==> src/rtl/cmd_pkg.sv <==
// Shared command-queue definitions: command field layout and DECODE pop-count encodings.
package cmd_pkg;

    localparam int CMD_DATA_W = 14;
    localparam int CMD_ADDR_W = 12;
    localparam int CMD_OP_W   = 4;
    localparam int CMD_W      = CMD_DATA_W + CMD_ADDR_W + CMD_OP_W;

    // Command word is {data, addr, opcode}, opcode in the low bits.
    localparam int CMD_OP_LSB   = 0;
    localparam int CMD_ADDR_LSB = CMD_OP_LSB + CMD_OP_W;
    localparam int CMD_DATA_LSB = CMD_ADDR_LSB + CMD_ADDR_W;

    localparam logic [1:0] POP_NONE = 2'd0;
    localparam logic [1:0] POP_ONE  = 2'd1;
    localparam logic [1:0] POP_TWO  = 2'd2;

endpackage

==> src/rtl/command_fifo_mem.sv <==
// Command storage: DEPTH x DATA_W register array, one write port, two async read ports.
module command_fifo_mem #(
    parameter int DATA_W = 30,
    parameter int DEPTH  = 16,
    parameter int AW     = $clog2(DEPTH)
) (
    input  logic              clk,
    input  logic              we,
    input  logic [AW-1:0]     waddr,
    input  logic [DATA_W-1:0] wdata,
    input  logic [AW-1:0]     raddr0,
    output logic [DATA_W-1:0] rdata0,
    input  logic [AW-1:0]     raddr1,
    output logic [DATA_W-1:0] rdata1
);

    logic [DATA_W-1:0] mem [DEPTH];

    // Contents are deliberately not reset; validity is tracked by the queue count.
    always_ff @(posedge clk) begin
        if (we) begin
            mem[waddr] <= wdata;
        end
    end

    assign rdata0 = mem[raddr0];
    assign rdata1 = mem[raddr1];

endmodule

==> src/rtl/command_fifo.sv <==
// Command queue between FETCH/WRITE and dual-issue DECODE: FWFT read view, up to two pops per cycle.
module command_fifo
    import cmd_pkg::*;
#(
    parameter int DATA_W    = CMD_W,
    parameter int DEPTH     = 16,
    parameter int AF_MARGIN = 2
) (
    input  logic                       clk,
    input  logic                       reset,
    input  logic                       flush,
    input  logic                       wr_valid,
    input  logic [DATA_W-1:0]          wr_data,
    output logic                       wr_ready,
    input  logic [1:0]                 rd_pop,
    output logic                       rd_valid0,
    output logic [DATA_W-1:0]          rd_data0,
    output logic                       rd_valid1,
    output logic [DATA_W-1:0]          rd_data1,
    output logic [$clog2(DEPTH+1)-1:0] count,
    output logic                       almost_full,
    output logic                       pop_err
);

    localparam int PW = $clog2(DEPTH);
    localparam int CW = $clog2(DEPTH+1);

    logic [PW-1:0]     wr_ptr;
    logic [PW-1:0]     rd_ptr;
    logic [PW-1:0]     rd_ptr1;
    logic [CW-1:0]     count_q;
    logic              push;
    logic [1:0]        req_pop;
    logic [1:0]        avail;
    logic [1:0]        eff_pop;
    logic              pop_bad;
    logic [DATA_W-1:0] mem_rd0;
    logic [DATA_W-1:0] mem_rd1;

    // wr_ready comes from registered count only, so a same-cycle pop never admits a push when full.
    assign wr_ready    = (count_q != CW'(DEPTH));
    assign push        = wr_valid && wr_ready;
    assign almost_full = (count_q >= CW'(DEPTH - AF_MARGIN));
    assign count       = count_q;
    assign rd_ptr1     = rd_ptr + PW'(1);

    always_comb begin
        req_pop = (rd_pop == 2'd3) ? POP_TWO : rd_pop;
        avail   = (count_q >= CW'(2)) ? POP_TWO : count_q[1:0];
        eff_pop = (req_pop < avail) ? req_pop : avail;
        pop_bad = (CW'(rd_pop) > count_q) || (rd_pop == 2'd3);
    end

    always_ff @(posedge clk or negedge reset) begin
        if (!reset) begin
            wr_ptr  <= '0;
            rd_ptr  <= '0;
            count_q <= '0;
            pop_err <= 1'b0;
        end else begin
            if (pop_bad) begin
                pop_err <= 1'b1;
            end
            if (flush) begin
                wr_ptr  <= '0;
                rd_ptr  <= '0;
                count_q <= '0;
            end else begin
                if (push) begin
                    wr_ptr <= wr_ptr + PW'(1);
                end
                rd_ptr  <= rd_ptr + PW'(eff_pop);
                count_q <= count_q + CW'(push) - CW'(eff_pop);
            end
        end
    end

    command_fifo_mem #(
        .DATA_W (DATA_W),
        .DEPTH  (DEPTH)
    ) u_mem (
        .clk    (clk),
        .we     (push && !flush),
        .waddr  (wr_ptr),
        .wdata  (wr_data),
        .raddr0 (rd_ptr),
        .rdata0 (mem_rd0),
        .raddr1 (rd_ptr1),
        .rdata1 (mem_rd1)
    );

    assign rd_valid0 = (count_q >= CW'(1));
    assign rd_valid1 = (count_q >= CW'(2));
    assign rd_data0  = rd_valid0 ? mem_rd0 : '0;
    assign rd_data1  = rd_valid1 ? mem_rd1 : '0;

endmodule

==> config.mk <==
export PLATFORM = sky130hd
export DESIGN_NAME = command_fifo
export DESIGN_NICKNAME = d
export VERILOG_FILES = /design/src/rtl/cmd_pkg.sv /design/src/rtl/command_fifo_mem.sv /design/src/rtl/command_fifo.sv
export SDC_FILE = /design/constraint.sdc
export NUM_CORES = 1
export LEC_CHECK = 0
export BUFFER_PORTS_ARGS = -buffer_cell sky130_fd_sc_hd__buf_2
export CORE_ASPECT_RATIO = 1.4
export CORE_UTILIZATION = 50
export DETAILED_ROUTE_END_ITERATION = 12
export GPL_TIMING_DRIVEN = 0
export HOLD_SLACK_MARGIN = 0.12
export MAX_ROUTING_LAYER = met4
export PLACE_DENSITY = 0.7
export SETUP_SLACK_MARGIN = 0.02
export SYNTH_ARGS = -nofsm -noshare
export SYNTH_HDL_FRONTEND = slang
export SYNTH_SLANG_ARGS = --single-unit
==> constraint.sdc <==
create_clock -name clk -period 4.6 [get_ports clk]
set_clock_uncertainty 0.2 [all_clocks]
set_input_delay 0.23 -clock clk [delete_from_list [all_inputs] [get_ports clk]]
set_output_delay 0.23 -clock clk [all_outputs]
set_load 0.01 [all_outputs]
# --- Word level (Yosys, flattened, before mapping) ---
# Memory sizes are Yosys's and may differ from the RTL's.
# Index checks and enable logic that the tools add are counted.
word_totals:
  regBits: 14
  latchBits: 0
  ram_bits: 480
  mem_bits_ro: 0
  inputBits: 36
  output_inout_bits: 70
  word_cells: 33
  n_memories: 1
op_classes:
  add_sub_neg: 5
  multipliers: 0
  n_div: 0
  order_cmp: 5
  eq_ne: 2
  shifts: 0
  muxes: 11
  bitwise_logic: 0
  n_reduce_logical: 5
memory_table:
  columns: ["name", "depth", "width", "read_ports", "rd_clocked_by_memory_dff", "wr", "line", "rtl"]
  rows:
  - ["u_mem.mem", 16, 30, 2, 0, 1, "command_fifo_mem.sv:17", "logic [DATA_W-1:0] mem [DEPTH];"]
ops:
  columns: ["operator", "count"]
  rows:
  - ["two-way mux 30 bit", 2]
  - ["two-way mux 4 bit", 3]
  - ["adder 4 x 1 -> 4 bit (second input constant)", 2]
  - ["two-way mux 2 bit", 3]
  - ["adder 5 x 1 -> 5 bit", 1]
  - [">= comparator 5 x 1 -> 1 bit (second input constant)", 1]
  - [">= comparator 5 x 2 -> 1 bit (second input constant)", 1]
  - [">= comparator 5 x 4 -> 1 bit (second input constant)", 1]
  - ["> comparator 2 x 5 -> 1 bit", 1]
  - ["two-way mux 5 bit", 1]
  - ["inequality test 5 bit (second input constant)", 1]
  - ["subtractor 5 x 2 -> 5 bit", 1]
  - ["adder 4 x 2 -> 4 bit", 1]
  - ["== test 2 bit (second input constant)", 1]
  - ["logical AND 1 bit", 2]
  - ["less-than comparator 2 bit", 1]
  - ["two-way mux 1 bit", 2]
  - ["nonzero test 2 bit", 1]
  - ["logical NOT 1 bit", 1]
  - ["logical OR 1 bit", 1]

# --- Logic depth before layout (Yosys ltp) ---
logic_depth:
  depth_word: 6
  depth_mapped: 19
  depth_no_buf: 19

# --- By module ---
# Synthesis repeated with hierarchy kept, for this count alone.
hier_totals:
  cells_unflattened: 1198
  area_unflattened_um2: 23059.6
by_module_without_submodules:
  columns: ["module", "n_inst", "cells_per_inst", "area_per_inst_um2", "seq_area_each_um2"]
  rows:
  - ["command_fifo_mem", 1, 1007, 21500.6, 14413.8]
  - ["command_fifo", 1, 191, 1559.0, 350.3]

# --- Worst setup path after synthesis ---
# Ideal clock, no wire load.
synth_timing:
  path_kind: "flip-flop to flip-flop"
  start: "register count_q[2], in the netlist count[2]"
  end: "memory u_mem.mem[0][0] (enable)"
  setup_time_ns: 0.455
  arrival_ns: 3.562
  t_required_ns: 3.945
  slack_ns: 0.383
  path_stages_with_launch: 7
  period_less_slack_ns: 4.217
  path_cell_list: "dfrtp_1 inv_1 ha_1 and4bb_2 nor3_1 nand2_1 nor3_1"
synth_between:
  elab_chain_cells: 5
synth_lines:
  columns: ["item", "line", "rtl"]
  rows:
  - ["from (decl)", "command_fifo.sv:31", "logic [CW-1:0] count_q;"]
  - ["from (signal assigned)", "command_fifo.sv:73", "count_q <= count_q + CW'(push) - CW'(eff_pop);"]
  - ["inequality test 5 bit", "command_fifo.sv:41", "assign wr_ready = (count_q != CW'(DEPTH));"]
  - ["logical AND 1 bit", "command_fifo.sv:42", "assign push = wr_valid && wr_ready;"]
  - ["logical AND 1 bit", "command_fifo.sv:83", ".we (push && !flush),"]
  - ["two-way mux 1 bit", "command_fifo_mem.sv:21", "if (we) begin"]
  - ["two-way mux 1 bit (implied by the code)", "command_fifo_mem.sv:22", "mem[waddr] <= wdata;"]
  - ["to (decl)", "command_fifo_mem.sv:17", null]
# Every way passes these cells.

# --- Worst setup path after layout ---
layout_timing:
  start: "register count_q[4], in the netlist count[4]"
  end: "register count_q[4], in the netlist count[4]"
layout_between:
  elab_chain_cells: 6
  word_cells_on_any_way: 9
  classes_between: "add/sub: 2; order compare: 2; eq/ne: 1; mux: 3; reduce/logical: 1"
layout_lines:
  columns: ["item", "line", "rtl"]
  rows:
  - [">= comparator 5 x 2 -> 1 bit", "command_fifo.sv:49", "avail = (count_q >= CW'(2)) ? POP_TWO : count_q[1:0];"]
  - ["two-way mux 2 bit", "command_fifo.sv:49", null]
  - ["less-than comparator 2 bit", "command_fifo.sv:50", "eff_pop = (req_pop < avail) ? req_pop : avail;"]
  - ["two-way mux 2 bit", "command_fifo.sv:50", null]
  - ["subtractor 5 x 2 -> 5 bit (*)", "command_fifo.sv:73", null]
  - ["two-way mux 5 bit (*)", "command_fifo.sv:64", "if (flush) begin"]
# Every way passes the cells marked *; elsewhere a longest branch is shown, timed or not.
# A chain may end at the register's enable or synchronous reset.

==> key figures <==
Placed design
  • GP Congestion: 0.8395
  • Placed Area: 24810 um^2
  • Final HPWL DP: 43820 um
  • Port Buffers: 105
  • Dpl cells: 1876

Setup path
  • Crit path cell chain: inv_1 > ha_1 > o21ba_2 > o21ai_1 > nand2b_1 > inv_1 > ha_1 > inv_1 > a32oi_1 > nor2b_1 > ha_1 > inv_1 > ha_1 > inv_1 > fa_1 > nand2b_1 > a21oi_1 > or3_1 > a21oi_1
  • Critical Path AT: 4.36 ns
  • Critical path class: reg -> reg
  • Worst Path Required: 4.84 ns
  • CP max stage delay: 0.44 ns
  • Worst-path fanout max: 6
  • CP Buf/Inv Count: 5
  • Crit-path most repeated cell: inv_1
  • Crit path max-delay family: adder cells
  • R2r setup slk: 0.48 ns
  • Slowest CP cell: fa_1
  • Setup crit end kind: flop
  • Worst Setup Start Kind: flop

STA
  • Setup TNS: 0 ns
  • Fmax: 0.2425 GHz
  • Max-Slew Margin vs Limit: 0.2953
  • # setup viols final: 0
  • Tcrit/Tclk final: 0.8964
  • Unrepaired setup endpoints after global routing: false
  • Worst-Margin Slew: 1.057 ns
  • Clock period minus worst slack: 4.123 ns
  • Hold Fails Final Rpt: 0
  • Max-slew violations: 0

Route
  • WL/cell: 33.30 um
  • Via density: 6.739
  • WL final: 66410 um
  • Initial DRT Pass Iterations: 5
  • Initial drt markers: 1765
  • Residual DRC: 0
  • Detail Route Antenna Nets: 0
  • Total number of vias: 13440

Clock network
  • H-tree levels: 2
  • Post-cts resize count: 0
  • Clock buffer depth: 3
  • Cts bufs inserted: 45
  • Clock root cell: clkbuf_16
  • Clock slew at reported path FFs: 0.06 ns
  • Clk_lat worst skew: 0.57 ns
  • CTS Sinks: 494
  • CTS tree: yes

Global routing
  • Global-route wire length before repair: 96060 um
  • Initial antenna violation count: 2
  • All-Layer GR Usage: 0.3017
  • Overflow left after global routing: 0
  • Vias in the first global route: 14000
  • Largest net degree at the start of global routing: 21

Yosys
  • FFs w/ async S/R, synth: 0.02834
  • Mean Syn Cell Area: 20.27 um^2
  • Post-synth top area cell: edfxtp_1
  • Yosys top cell area share: 0.6283
  • Largest cells by area after synthesis: edfxtp_1 63%, mux4_2 24%, mux2i_1 2.6%, a22oi_1 2.0%, dfrtp_1 1.5%
  • Synth Cell Area: 22940 um^2
  • Post-Synthesis Cells: 1132
  • Post-synth top cells: 480 x edfxtp_1, 240 x mux4_2, 61 x a22oi_1
  • Net Count, Synth: 1191
  • Syn. warnings: 0
  • Top_reg_cell synth: edfxtp_1
  • Sequential fraction of the synthesis area: 0.6436
  • EDFF count, synth: 480
  • Count leader, synth: edfxtp_1
  • Synth Register Bits: 494
  • Synth cell types: 35

Pwr
  • Maximum VDD drop: 0.4024 mV
  • PwrDens: 596.5 nW/um^2
  • Static Leakage: 8.853 nW
  • Total power: 0.01581 W

Floorplan
  • Core area: 45120 um^2
  • Die Wd: 183.0 um
  • I/O pin cnt: 106
  • Rows: 92
  • DIE AREA: 46750 um^2
  • Initial core utilization: 0.5084
  • Die height: 255.4 um

Finish
  • Post-layout util: 0.5874
  • Area Overhead vs Synth: 15.54%
  • Layout cells sized above 1: 0.3686
  • Fin area: 26510 um^2
  • Finished Layout Cells: 1994
  • # nets final: 1409

Outcome
  • Outcome: finished clean

Worst hold path
  • Worst hold path type: in -> reg

Job
  • Max Cap Viol: 0
power breakdown:
part / total (W) / internal (W) / switching [W]
sequential: 0.00511 / 0.00503 / 0.0000805
clock: 0.00349 / 0.00186 / 0.00162
combinational: 0.00721 / 0.00308 / 0.00413
total: 0.0158 / 0.00997 / 0.00584
state kept, by name, summed over array words and instances (netlist names):
register and cells:
u_mem.mem 480, count 5, rd_ptr 4, wr_ptr 4, pop_err 1
worst min-delay path, stage by stage:
cell,delay (ns)
dlygate4sd3_1,0.52
buf_2,0.16
nor2b_1,0.06
metrics by stage:
step                      setup slack [ns]  hold slack (ns)
after floorplan                     0.3831          -0.2656
after global placement              -2.807         -0.04834
after detailed placement            0.5749         -0.04568
after CTS                           0.5276           0.2239
after global routing                0.2134           0.2639
final                               0.4767           0.2310
placed cells by master, fill, tap and decap left out, types with 10 or more instances in the layout:
cell and count:
mux2i_1 60, dlygate4sd3_1 38, edfxtp_1 480, buf_4 18
mux4_2 240, inv_1 21, a21oi_1 36, clkbuf_16 45
nand2_1 10, dfrtp_1 14, buf_6 25, nor2_1 13
clkbuf_1 37, ha_1 21, buf_2 137, nor2_4 12
o22ai_1 30, a22oi_1 61
cell families after synthesis:
group / share of synthesized area
flops: 0.6436
mux: 0.2618
fa+ha+maj: 0.01320
xor+xnor: 0.004145
buf+inv: 0.02580
simple gates: 0.01227
compound gates: 0.03921
layer usage:
metal / share of wire / routed length, um / track usage
met1: 0.36 / 23980 / 0.3808
met2: 0.50 / 33380 / 0.4863
met3: 0.090 / 5945 / 0.04618
met4: 0.047 / 3105 / 0.1322
met5: 0 / 0 / -
final cells by class:
| class | instances | area (um^2) |
|---|---|---|
| multi-input cells | 531 | 7695 |
| clock buffers | 58 | 1175 |
| inverters | 21 | 78.83 |
| plain buffers | 86 | 513.0 |
| flip-flops and latches | 494 | 14760 |
| well taps | 611 | 764.5 |
| diodes | 2 | 5.005 |
| fillers | 3352 | 18620 |
| clock inverters | 20 | 138.9 |
| repair buffers | 171 | 1371 |
worst paths after layout:
check,cells after the start,end,from
max,19,count[4],count[4]
min,3,rd_ptr[0],flush
max reg2reg,19,count[4],count[4]
min reg2reg,2,wr_ptr[1],wr_ptr[1]
max in group asynchronous,3,count[0],reset
min in group asynchronous,3,pop_err,reset
what timing repair did:
action                                 4_1_cts  5_1_grt
setup buffers                                0        0
hold buffers                                38        0
endpoints found under the hold margin      508        0
Note: power is estimated with default switching activity, not from simulation.
